`src/rtl/conversor_resultado_ascii.sv`:
```
// Signed 16-bit to ASCII decimal formatter: double-dabble conversion, one bit per clock,
// followed by a formatting step that presents a sign character plus five held digits.
module conversor_resultado_ascii #(
  parameter bit SUPRIMIR_ZEROS = 1'b1
) (
  input  logic        clk,
  input  logic        rst,
  input  logic        start,
  input  logic [15:0] valor,
  output logic        busy,
  output logic        done,
  output logic [7:0]  sinal_ascii,
  output logic [39:0] digitos_ascii,
  output logic [1:0]  o_estado
);

  typedef enum logic [1:0] {
    OCIOSO   = 2'd0,
    CONVERTE = 2'd1,
    FORMATA  = 2'd2
  } estado_t;

  localparam logic [39:0] DIGITOS_RESET = SUPRIMIR_ZEROS ? 40'h2020202030 : 40'h3030303030;

  estado_t     r_estado;
  logic        r_negativo;
  logic [15:0] r_mag;
  logic [19:0] r_bcd;
  logic [3:0]  r_cont;
  logic        r_busy;
  logic        r_done;
  logic [7:0]  r_sinal;
  logic [39:0] r_digitos;

  logic [19:0] w_bcd_adj;
  logic [39:0] w_digitos;
  logic        w_zeros_acima;
  logic [3:0]  w_nib;

  // Add-3 correction applied to every nibble before each shift.
  always_comb begin
    w_bcd_adj = r_bcd;
    for (int i = 0; i < 5; i++) begin
      if (r_bcd[4*i +: 4] >= 4'd5)
        w_bcd_adj[4*i +: 4] = r_bcd[4*i +: 4] + 4'd3;
    end
  end

  // Leading zeros above the units digit become spaces until the first nonzero nibble.
  always_comb begin
    w_digitos     = '0;
    w_zeros_acima = SUPRIMIR_ZEROS;
    w_nib         = '0;
    for (int i = 4; i >= 1; i--) begin
      w_nib = r_bcd[4*i +: 4];
      if (w_zeros_acima && (w_nib == 4'd0)) begin
        w_digitos[8*i +: 8] = 8'h20;
      end else begin
        w_digitos[8*i +: 8] = {4'h3, w_nib};
        w_zeros_acima       = 1'b0;
      end
    end
    w_digitos[7:0] = {4'h3, r_bcd[3:0]};
  end

  always_ff @(posedge clk) begin
    if (rst) begin
      r_estado   <= OCIOSO;
      r_negativo <= 1'b0;
      r_mag      <= '0;
      r_bcd      <= '0;
      r_cont     <= '0;
      r_busy     <= 1'b0;
      r_done     <= 1'b0;
      r_sinal    <= 8'h20;
      r_digitos  <= DIGITOS_RESET;
    end else begin
      r_done <= 1'b0;
      case (r_estado)
        OCIOSO: begin
          if (start) begin
            r_negativo <= valor[15];
            r_mag      <= valor[15] ? (~valor + 16'd1) : valor;
            r_bcd      <= '0;
            r_cont     <= '0;
            r_busy     <= 1'b1;
            r_estado   <= CONVERTE;
          end
        end
        CONVERTE: begin
          r_bcd  <= {w_bcd_adj[18:0], r_mag[15]};
          r_mag  <= {r_mag[14:0], 1'b0};
          r_cont <= r_cont + 4'd1;
          if (r_cont == 4'd15)
            r_estado <= FORMATA;
        end
        FORMATA: begin
          r_sinal   <= r_negativo ? 8'h2D : 8'h20;
          r_digitos <= w_digitos;
          r_done    <= 1'b1;
          r_busy    <= 1'b0;
          r_estado  <= OCIOSO;
        end
        default: r_estado <= OCIOSO;
      endcase
    end
  end

  assign busy          = r_busy;
  assign done          = r_done;
  assign sinal_ascii   = r_sinal;
  assign digitos_ascii = r_digitos;
  assign o_estado      = r_estado;

endmodule

```
`config.mk`:
```
export PLATFORM = sky130hd
export DESIGN_NAME = conversor_resultado_ascii
export DESIGN_NICKNAME = d
export VERILOG_FILES = /design/src/rtl/conversor_resultado_ascii.sv
export SDC_FILE = /design/constraint.sdc
export NUM_CORES = 1
export LEC_CHECK = 0
export CAP_MARGIN = 20
export CORE_UTILIZATION = 51
export CTS_CLUSTER_SIZE = 12
export DETAILED_ROUTE_END_ITERATION = 8
export HOLD_SLACK_MARGIN = 0.1
export PLACE_DENSITY = 0.9
export RECOVER_POWER = 50
export SETUP_SLACK_MARGIN = 0.5
export SLEW_MARGIN = 20
export SYNTH_ARGS = -nofsm -noshare
export SYNTH_HDL_FRONTEND = slang
export SYNTH_SLANG_ARGS = --single-unit
export TNS_END_PERCENT = 5
```
`constraint.sdc`:
```
create_clock -name clk -period 2.65 [get_ports clk]
set_input_delay 0.795 -clock clk [delete_from_list [all_inputs] [get_ports clk]]
set_output_delay 0.795 -clock clk [all_outputs]
set_load 0.1 [all_outputs]
```
# == Yosys cells after proc, flatten, opt, wreduce, memory -nomap -nowiden ==
# Cells that the tools add are included.
# op_classes
n_eq_ne,5
div_mod_pow,0
n_reduce_logical,14
magnitude_cmp,5
add_sub_neg,7
n_mux,26
shifts,0
multipliers,0
bitwise_logic,1
# ops
operator,count
20-bit one-hot mux with 2 select lines,1
16-bit two-way mux,2
16-bit one-hot mux with 2 select lines,1
4-bit two-way mux,6
4-bit by 3-bit >= comparator with 1-bit output (second input constant),5
20-bit two-way mux,1
5-bit two-way mux,4
16-bit by 1-bit adder with 16-bit output (second input constant),1
4-bit by 2-bit adder with 4-bit output (second input constant),4
4-bit logical NOT,4
16-bit inverter,1
4-bit one-hot mux with 2 select lines,1
2-bit AND reduction,4
1-bit two-way mux,5
4-bit by 1-bit adder with 4-bit output (second input constant),1
4-bit == test (second input constant),1
2-bit two-way mux,2
2-bit inequality test (second input constant),2
2-bit one-hot mux with 2 select lines,1
2-bit nonzero test,2
3-bit by 2-bit adder with 3-bit output (second input constant),1
1-bit logical AND,3
3-bit two-way mux,1
2-bit by 1-bit == test with 1-bit output (second input constant),1
other kinds (3),3
# totals
wordCells,67
in_bits,19
mem_count,0
reg_bits,89
latch_bits,0
mem_bits_rw,0
romBits,0
out_inout_bits,52

# == Longest topological paths before layout ==
# logic_depth
word_depth,8
mapped_depth,7
ltp_nobuf,6

# == Worst setup path after synthesis ==
# OpenSTA, ideal clock, no wires.
# synth_path
path_type,flip-flop to output port
from,register r_sinal[2] (netlist: sinal_ascii[2])
to,output sinal_ascii[2]
arrival_time_ns,1.392
stages_incl_launch_ff,2
n_path_buf,1
required_ns,1.855
path_slack_ns,0.463
cell_sequence,dfxtp_1 -> buf_4
# synth_lines
item,line_no,text
"start, declared",32,logic [7:0] r_sinal;
"start signal, assigned",98,r_sinal <= r_negativo ? 8'h2D : 8'h20;
"end, declared",12,"output logic [7:0] sinal_ascii,"
# No word-level cell between the ends.

# == Final worst setup path ==
# layout_path
from,register r_digitos[27] (netlist: digitos_ascii[27])
to,output digitos_ascii[27]
# layout_lines
item,line_no,text
"start, declared",33,logic [39:0] r_digitos;
"start signal, assigned",99,r_digitos <= w_digitos;
"end, declared",13,"output logic [39:0] digitos_ascii,"
# No word-level cell between the ends.

==> reports/results.ini <==
[floorplan]
chipHeight_um=84.5
dieArea_mm2=0.00713
ios=71
design.core.area_mm2=0.00646
fp.dieW_um=84.5
row_count=29
start_util_pct=53.7

[synth]
synth_top_cells_by_count=dfxtp_1, a22o_1, a21oi_1, buf_4, nand2_1
synth_area_leaders=dfxtp_1, a22o_1, ha_1
postSynthCellCount=366
synth_most_common_cell=dfxtp_1
yosysWarnings=0
synth_ff_type=dfxtp_1
yosys.area.top_type=dfxtp_1
avgSynthCellArea_um2=9.47
synth_cell_types=54
synth_async_sr_flop_share_pct=0
synth_top_area_share_pct=40.4
ys_ff_latch=70
syn_area_mm2=0.00347
ys_seq_area_share_pct=40.4
synth_edf_count=0

[timing]
relSlewSlack_pct=21.8
fin_setup_tns_ps=0
worst_pin_slew_ps=1180
min_period_ps=2350
max_freq_mhz=426
holdWs_ps=457
clock_skew_ps=7.92
finalHoldViolations=0
slew_viol_final=0
rsz0062_at_grt=yes
setup_ws_ps=300
fin_crit_sh_pct=88.7
setup_viol=0

[critical_path]
crit_family=buffers and inverters
cp.required_ps=1860
path_cells=clkbuf_1
cp_max_fo=2
r2r-end=digitos_ascii[9]
r2r_cells=6
critPathSlowestCell=clkbuf_1
worstReg2RegStart=r_bcd[17]
start_kind=flip-flop
cp.arrival_ps=1550
slowest_delay_ps=870
critPathKind=reg2out
cp-end-kind=primary output
r2r_slack_ps=620
worst-path-buf-inv=1

[job]
max-cap-violations=0

[detailed_routing]
postRouteAntennaNets=0
dr_total_vias=2907
remaining_drc_errors=8
wire_per_inst_um=15.1
drt_iter0_markers=215
viasPerCell=5.75
drt_wl_total_um=7660
drtPass1Iterations=7

[clock_tree]
htreeDepth=3
tritoncts=done
cts_num_sinks=70
clk_latency_ps=350
ctsRootBufferMaster=clkbuf_8
numCtsBuffers=9
path_clk_slew_ps=70
postCtsSetupBuffers=0
clockBufferDepth=2

[hold_path]
min_from=digitos_ascii[20]
hp-class=reg2reg
holdPathStages=1
holdPathEnd=digitos_ascii[20]

[global_routing]
use_met1_pct=26.3
grt_max_degree=27
grt-busiest-layer=met2
grt_pass1_vias=2731
grt_antenna_before_repair=0
grt_pass1_wl_um=12600
grt.overflow.total=0
grt_util_all_layers_pct=22.5
use_met3_pct=5.60
grt.met2_usage_pct=39.2

[power_and_ir_drop]
p_total_uw=2410
pwr-share-comb_pct=14.9
clkPwrFrac_pct=39.8
peakVddDrop_v=0.000322
p_int_uw=1740
p_seq_share_pct=45.3
p_leak_uw=0.00172
powerDensity_mw_per_mm2=585
p_switching_uw=667
switching_share_pct=27.7

[layout]
area_growth_pct=18.9
drive_gt1_share_pct=19.1
multiInputGateArea_mm2=0.00185
final_util_pct=63.8
nets=459
regArea_mm2=0.00140
n_fill_cell=516
diodes=0

[place]
hpwlAfterDp_um=5520
port_buffers=49
gp_congestion=0.845
preCtsSetupSlack_ps=-39.9

[run_status]
status=complete, but fails checks
violations=design-rule violations

[state kept, by name (all words and copies together) (netlist names)]
| signal | cells |
|---|---|
| r_negativo | 1 |
| r_cont | 4 |
| digitos_ascii | 24 |
| o_estado | 2 |
| busy | 1 |
| done | 1 |
| r_mag | 16 |
| r_bcd | 20 |
| sinal_ascii | 1 |
[metrics by stage]
| stage | area (um2) | std cells |
|---|---|---|
| finish | 4120 | 506 |
| global route | 4120 | 506 |
| CTS | 4200 | 506 |
| detailed placement | 3960 | 491 |
| global placement | 3960 | 491 |
| floorplan | 3540 | 385 |
[worst max path at each step]
| stage | slack, ps | cells past startpoint | endpoint | start |
|---|---|---|---|---|
| after detailed placement | -40 | 7 | r_mag[10] | valor[0] |
| after global routing | 230 | 6 | r_mag[9] | start |
| after CTS | 470 | 5 | r_mag[14] | valor[9] |
| after global placement | 20 | 7 | r_mag[14] | valor[0] |
| after floorplan | 480 | 5 | r_mag[9] | valor[6] |
| final | 300 | 1 | digitos_ascii[27] | digitos_ascii[27] |
[area by class of cell]
cell class | instances | share of cell area (%)
timing repair buffer | 72 | 12.1
sequential | 70 | 34.0
inverter | 14 | 1.28
clock buffer | 12 | 3.76
multi-input combinational | 258 | 44.8
tap | 77 | 2.34
clock inverter | 3 | 1.64
[power groups by stage]
stage	clock (uW)	sequential, uW	combinational [uW]
2_1_floorplan	0	1130	276
3_3_place_gp	0	1110	355
3_5_place_dp	0	1110	360
4_1_cts	971	1090	362
5_1_grt	1010	1090	383
6_report	959	1090	360
[cells in the final DEF, fill, tap and decap left out, drive strengths merged, types with 3 or more instances in the layout]
cell type / Yosys / layout
clkbuf: 16 / 43
a221oi: 4 / 4
nor3: 8 / 8
a31oi: 3 / 3
a22o: 29 / 29
dlygate4sd2: 0 / 7
xnor2: 7 / 7
ha: 15 / 15
nor2: 14 / 14
o22ai: 6 / 6
buf: 27 / 23
or4: 3 / 3
o41ai: 4 / 4
or3: 3 / 3
dfxtp: 70 / 70
a22oi: 12 / 12
nand3b: 3 / 3
nand2: 16 / 16
or3b: 4 / 4
nand2b: 9 / 9
xor2: 7 / 7
mux2i: 6 / 6
inv: 14 / 14
o21ai: 14 / 14
a21o: 4 / 4
conb: 2 / 21
o31ai: 4 / 4
nor3b: 4 / 4
clkdlybuf4s50: 0 / 9
nand3: 12 / 12
a21oi: 25 / 25
[logic make-up after synthesis]
group	Yosys count	share of synthesized area, %
AOI/OAI and AO/OA	116	25.6
xor gates and xnor gates	14	3.54
adders and majority gates	15	5.41
buffers and inverters	57	9.24
DFF	70	40.4
muxes	8	2.38
other	2	0.217
and+or+nand+nor	84	13.2
[layer usage]
layer,share of wire (%),up-vias
li1,-,1414
met1,42,1382
met2,51,93
met3,5.6,18
met4,1.7,0
met5,0,-
[repair_timing]
action | in CTS | in global routing
setup endpoints to repair | 12 | 25
resized for setup | 14 | 1
pin swaps | 10 | 0
hold buffers | 0 | 0
No activity file was read; power rests on OpenSTA's default activity.
